## config.mk

```make
export PLATFORM = sky130hd
export DESIGN_NAME = mrsc_decoder
export DESIGN_NICKNAME = d
export VERILOG_FILES = /design/src/rtl/mrsc_pkg.sv /design/src/rtl/mrsc_syndrome.sv /design/src/rtl/mrsc_decoder.sv
export SDC_FILE = /design/constraint.sdc
export NUM_CORES = 1
export LEC_CHECK = 0
export CORE_ASPECT_RATIO = 0.8
export CORE_MARGIN = 1.5
export CORE_UTILIZATION = 57
export DETAILED_ROUTE_END_ITERATION = 7
export PLACE_DENSITY = 0.85
export SETUP_SLACK_MARGIN = 0.1
export SLEW_MARGIN = 20
export SYNTH_ARGS = -nofsm -noshare
export SYNTH_HDL_FRONTEND = slang
export SYNTH_SLANG_ARGS = --single-unit
```

## constraint.sdc

```tcl
create_clock -name clk -period 5.97 [get_ports clk]
set_input_delay 1.194 -clock clk [delete_from_list [all_inputs] [get_ports clk]]
set_output_delay 1.194 -clock clk [all_outputs]
set_load 0.03 [all_outputs]
```

## src/rtl/mrsc_pkg.sv

```systemverilog
// MRSC code definitions shared by encoder and decoder: 4x4 data matrix protected by
// row, column, diagonal and anti-diagonal parities (16 check bits).
package mrsc_pkg;

    localparam int CODE_W = 32;
    localparam int DATA_W = 16;
    localparam int CHK_W  = 16;

    typedef logic [CODE_W-1:0] mrsc_code_t;
    typedef logic [DATA_W-1:0] mrsc_data_t;
    typedef logic [CHK_W-1:0]  mrsc_syn_t;

    typedef struct packed {
        mrsc_data_t data;
        logic       corrected;
        logic       uncorr;
    } mrsc_res_t;

    // Check-bit signature of data cell (r,c): one bit in each of the row [15:12],
    // column [11:8], diagonal [7:4] and anti-diagonal [3:0] groups.
    function automatic mrsc_syn_t mrsc_bit_syn(input int r, input int c);
        mrsc_syn_t s;
        s = '0;
        s[15 - r]                 = 1'b1;
        s[11 - c]                 = 1'b1;
        s[7 - ((r + c) % 4)]      = 1'b1;
        s[3 - ((c - r + 4) % 4)]  = 1'b1;
        return s;
    endfunction

    function automatic mrsc_syn_t mrsc_check(input mrsc_data_t d);
        mrsc_syn_t chk;
        chk = '0;
        for (int r = 0; r < 4; r++)
            for (int c = 0; c < 4; c++)
                if (d[15 - 4*r - c]) chk = chk ^ mrsc_bit_syn(r, c);
        return chk;
    endfunction

    // A lone syndrome bit is a check-bit error; an exact cell signature is a data
    // error; anything else cannot be attributed to a single flip.
    function automatic mrsc_res_t mrsc_correct(input mrsc_data_t d, input mrsc_syn_t s);
        mrsc_res_t res;
        logic      found;
        res.data      = d;
        res.corrected = 1'b0;
        res.uncorr    = 1'b0;
        found         = 1'b0;
        if (s != '0) begin
            if ((s & (s - mrsc_syn_t'(1))) == '0) begin
                found = 1'b1;
            end else begin
                for (int r = 0; r < 4; r++)
                    for (int c = 0; c < 4; c++)
                        if (s == mrsc_bit_syn(r, c)) begin
                            res.data[15 - 4*r - c] = ~d[15 - 4*r - c];
                            found = 1'b1;
                        end
            end
            res.corrected = found;
            res.uncorr    = ~found;
        end
        return res;
    endfunction

endpackage

```

## src/rtl/mrsc_syndrome.sv

```systemverilog
// Combinational syndrome calculation feeding the decoder's first pipeline stage.
module mrsc_syndrome
    import mrsc_pkg::*;
(
    input  mrsc_code_t code,
    output mrsc_data_t data,
    output mrsc_syn_t  syn
);

    assign data = code[CODE_W-1:CHK_W];
    assign syn  = code[CHK_W-1:0] ^ mrsc_check(code[CODE_W-1:CHK_W]);

endmodule

```

## src/rtl/mrsc_decoder.sv

```systemverilog
// Two-stage MRSC decoder (syndrome, correct) with valid/ready on both sides.
// Define MRSC_DEC_STATS_EN to add saturating corrected/uncorrectable counters.
module mrsc_decoder
    import mrsc_pkg::*;
#(
    parameter int CNT_W = 16
) (
    input  logic              clk,
    input  logic              rst_n,
    input  logic              in_valid,
    output logic              in_ready,
    input  logic [31:0]       in_code,
    output logic              out_valid,
    input  logic              out_ready,
    output logic [15:0]       out_data,
    output logic              out_corrected,
    output logic              out_uncorr
`ifdef MRSC_DEC_STATS_EN
    ,
    output logic [CNT_W-1:0]  corr_cnt,
    output logic [CNT_W-1:0]  uncorr_cnt
`endif
);

    localparam int STAGES = 2;

    // vld_pipe[0] is the accept strobe; [1] is S1, [2] is the output stage.
    logic [STAGES:0] vld_pipe;
    mrsc_data_t      s1_data, syn_data;
    mrsc_syn_t       s1_syn, syn_val;
    mrsc_res_t       res;
    logic            s2_free;

    mrsc_syndrome u_syndrome (
        .code (in_code),
        .data (syn_data),
        .syn  (syn_val)
    );

    assign s2_free     = !vld_pipe[2] || out_ready;
    assign in_ready    = s2_free || !vld_pipe[1];
    assign vld_pipe[0] = in_valid && in_ready;
    assign res         = mrsc_correct(s1_data, s1_syn);
    assign out_valid   = vld_pipe[2];

    always_ff @(posedge clk or negedge rst_n) begin
        if (!rst_n) begin
            vld_pipe[STAGES:1] <= '0;
            s1_data            <= '0;
            s1_syn             <= '0;
            out_data           <= '0;
            out_corrected      <= 1'b0;
            out_uncorr         <= 1'b0;
        end else begin
            if (in_ready) begin
                vld_pipe[1] <= vld_pipe[0];
                if (vld_pipe[0]) begin
                    s1_data <= syn_data;
                    s1_syn  <= syn_val;
                end
            end
            // Output registers only reload on a free slot, so they hold while stalled.
            if (s2_free) begin
                vld_pipe[2] <= vld_pipe[1];
                if (vld_pipe[1]) begin
                    out_data      <= res.data;
                    out_corrected <= res.corrected;
                    out_uncorr    <= res.uncorr;
                end
            end
        end
    end

`ifdef MRSC_DEC_STATS_EN
    always_ff @(posedge clk or negedge rst_n) begin
        if (!rst_n) begin
            corr_cnt   <= '0;
            uncorr_cnt <= '0;
        end else if (out_valid && out_ready) begin
            if (out_corrected && corr_cnt != '1)   corr_cnt   <= corr_cnt + 1'b1;
            if (out_uncorr && uncorr_cnt != '1)    uncorr_cnt <= uncorr_cnt + 1'b1;
        end
    end
`endif

endmodule

```

==> impl_metrics.yaml <==
outcome:
  status: "completed"
place:
  port_buffers: 55
  dp_cells: 408
  gp_congestion: 0.877
  dp_hpwl_mm: 5.39
worst_setup_path:
  worstSetupStartpointType: "input pin"
  cp_top_family: "buffers and inverters"
  required_ns: 4.78
  path_max_fanout: 3
  cp_slowest_stage_delay_ns: 0.69
  path_cells: "clkdlybuf4s50_1 > nand3b_1 > clkdlybuf4s50_1"
  critPathSlowestCell: "clkdlybuf4s50_1"
  path_buf_inv: 2
  critPathCaptureType: "output pin"
  crit_arrival_ns: 2.50
  path_common_cell: "clkdlybuf4s50_1"
  critPathKind: "input pin to output pin"
cells_and_area:
  antennaDiodeCount: 0
  layout_common_cells: "54 x clkdlybuf4s50_1, 52 x dfrtp_1, 47 x xnor2_1"
  fin_cells: 416
  mostFrequentLayoutCell: "clkdlybuf4s50_1"
  synthToLayoutAreaGrowth_pct: 23.2
  drive_gt1_share_pct: 10.5
  fin_util_pct: 73.7
  fin_nets: 389
synthesis:
  ys.flop_type: "dfrtp_1"
  synth_area_per_cell_um2: 10.1
  ys_seq_area_share_pct: 42.9
  synth-seq-cells: 52
  async_flop_share_pct: 100
  netlist-cell-type-count: 32
  synth_edf_count: 0
  yosysWarnings: 0
  syn-num-nets: 335
  syn_area_um2: 3030
  syn_inst: 299
clock_network:
  htreeDepth: 2
  cts_resized: 0
  cts_tree: "yes"
  clk_pin_slew_ns: 0.09
  post_cts_buffers: 0
  cts_hold_buf: 0
  cts_root_buf: "clkbuf_8"
  numCtsBuffers: 5
  cts.sinks: 52
  clock_latency_ns: 0.30
  cts_buffer_depth: 2
drt:
  avgViaCountPerCell: 5.82
  wl_per_cell_um: 16.5
  remaining_drc_errors: 0
  vias: 2421
  detail-route-antenna-nets: 0
  drt_iter0_drc: 167
  firstDrtPassIters: 4
  routed_wl_mm: 6.87
grt:
  antenna_found_initial: 0
  grtUsageTotal_pct: 25.4
  grt_max_degree: 49
  grt.overflow.total: 0
  grt_pass1_vias: 2222
  grt_first_pass_wirelength_mm: 11.0
timing:
  fmax_mhz: 271
  slew_headroom_pct: 54.5
  finalSetupTns_ns: 0
  fin_crit_sh_pct: 61.9
  worst_pin_slew_ns: 0.666
  fin_skew_ns: 0.00297
  maxSlewViolCount: 0
  hold_slack_ns: 0.484
  finalSetupViolCount: 0
  period_needed_ns: 3.69
  rsz0062_at_grt: "no"
  hold_viol_final: 0
pwr:
  ir_drop_v: 0.000177
  total_power_mw: 1.09
  p_per_area_nw_per_um2: 293
  leakagePower_nw: 1.39
floorplan:
  die_x_um: 84.5
  coreArea_um2: 5060
  die_height_um: 68.2
  rows: 23
  die_area_um2: 5770
  initial_core_util_pct: 59.8
  io_pins: 56
run:
  maxCapViolCount: 0
hold_path:
  hp-class: "register to register"
==> synthesized netlist by cell type, drive strengths merged, types with 3 or more instances <==
| master | instances | area (um^2) |
|---|---|---|
| maj3 | 3 | 30.0 |
| nor4 | 14 | 109 |
| or4b | 14 | 140 |
| or4 | 3 | 22.5 |
| xor2 | 25 | 219 |
| nand3 | 3 | 15.0 |
| nand2 | 39 | 146 |
| a21oi | 3 | 15.0 |
| dfrtp | 52 | 1300 |
| nand2b | 5 | 31.3 |
| nor2 | 12 | 45.0 |
| mux2 | 18 | 203 |
| xnor2 | 47 | 412 |
| clkbuf | 9 | 33.8 |
| o21ai | 33 | 165 |
==> registers in the layout, summed over array words and instances (netlist names) <==
name,flops
out_data,16
s1_data,16
s1_syn,16
out_corrected,1
out_uncorr,1
out_valid,1
vld_pipe,1
==> through the flow <==
step / setup WS [ns] / instance area (um^2)
5_1_grt: 2.24 / 3730
6_report: 2.28 / 3730
2_1_floorplan: 3.23 / 3030
3_5_place_dp: 2.28 / 3640
3_3_place_gp: 2.29 / 3620
4_1_cts: 2.28 / 3730
==> area by class of cell <==
| class | count | area [um^2] |
|---|---|---|
| multi-input cells | 236 | 1690 |
| clock inverters | 2 | 16.3 |
| clock buffers | 6 | 72.6 |
| repair buffers | 58 | 581 |
| well taps | 62 | 77.6 |
| flip-flops and latches | 52 | 1300 |
| fillers | 379 | 1330 |
==> power breakdown <==
group / internal, mW / switching, mW / total, mW / leakage (nW)
registers: 0.422 / 0.0901 / 0.512 / 0.623
logic: 0.185 / 0.200 / 0.385 / 0.727
clock network: 0.0835 / 0.114 / 0.197 / 0.0414
total: 0.690 / 0.403 / 1.09 / 1.39
==> layer usage <==
metal	GRT usage [%]	up-vias	wire length, um
li1	-	1163	-
met1	35.8	1155	3190
met4	6.25	0	90
met3	4.58	10	378
met5	0	-	0
met2	41.5	93	3210
==> worst paths after layout <==
kind,startpoint,endpoint,slack [ns],depth (start not counted)
min in group asynchronous,rst_n,out_data[9],0.85,1
min reg2reg,out_uncorr,out_uncorr,0.48,1
max reg2reg,s1_syn[0],out_uncorr,3.55,6
min,out_uncorr,out_uncorr,0.48,1
max in group asynchronous,rst_n,s1_syn[2],4.59,2
max,out_ready,in_ready,2.28,3
==> cells by family after synthesis <==
logic type	count (synthesis)	share of synthesized area, %
adder cells (fa/ha/maj)	3	0.991
AO/OA/AOI/OAI	45	8.30
multiplexers	18	6.69
flip-flops	52	42.9
AND/OR/NAND/NOR	98	18.8
buffers and inverters	11	1.45
XOR/XNOR	72	20.8
No activity file was read; power rests on OpenSTA's default activity.
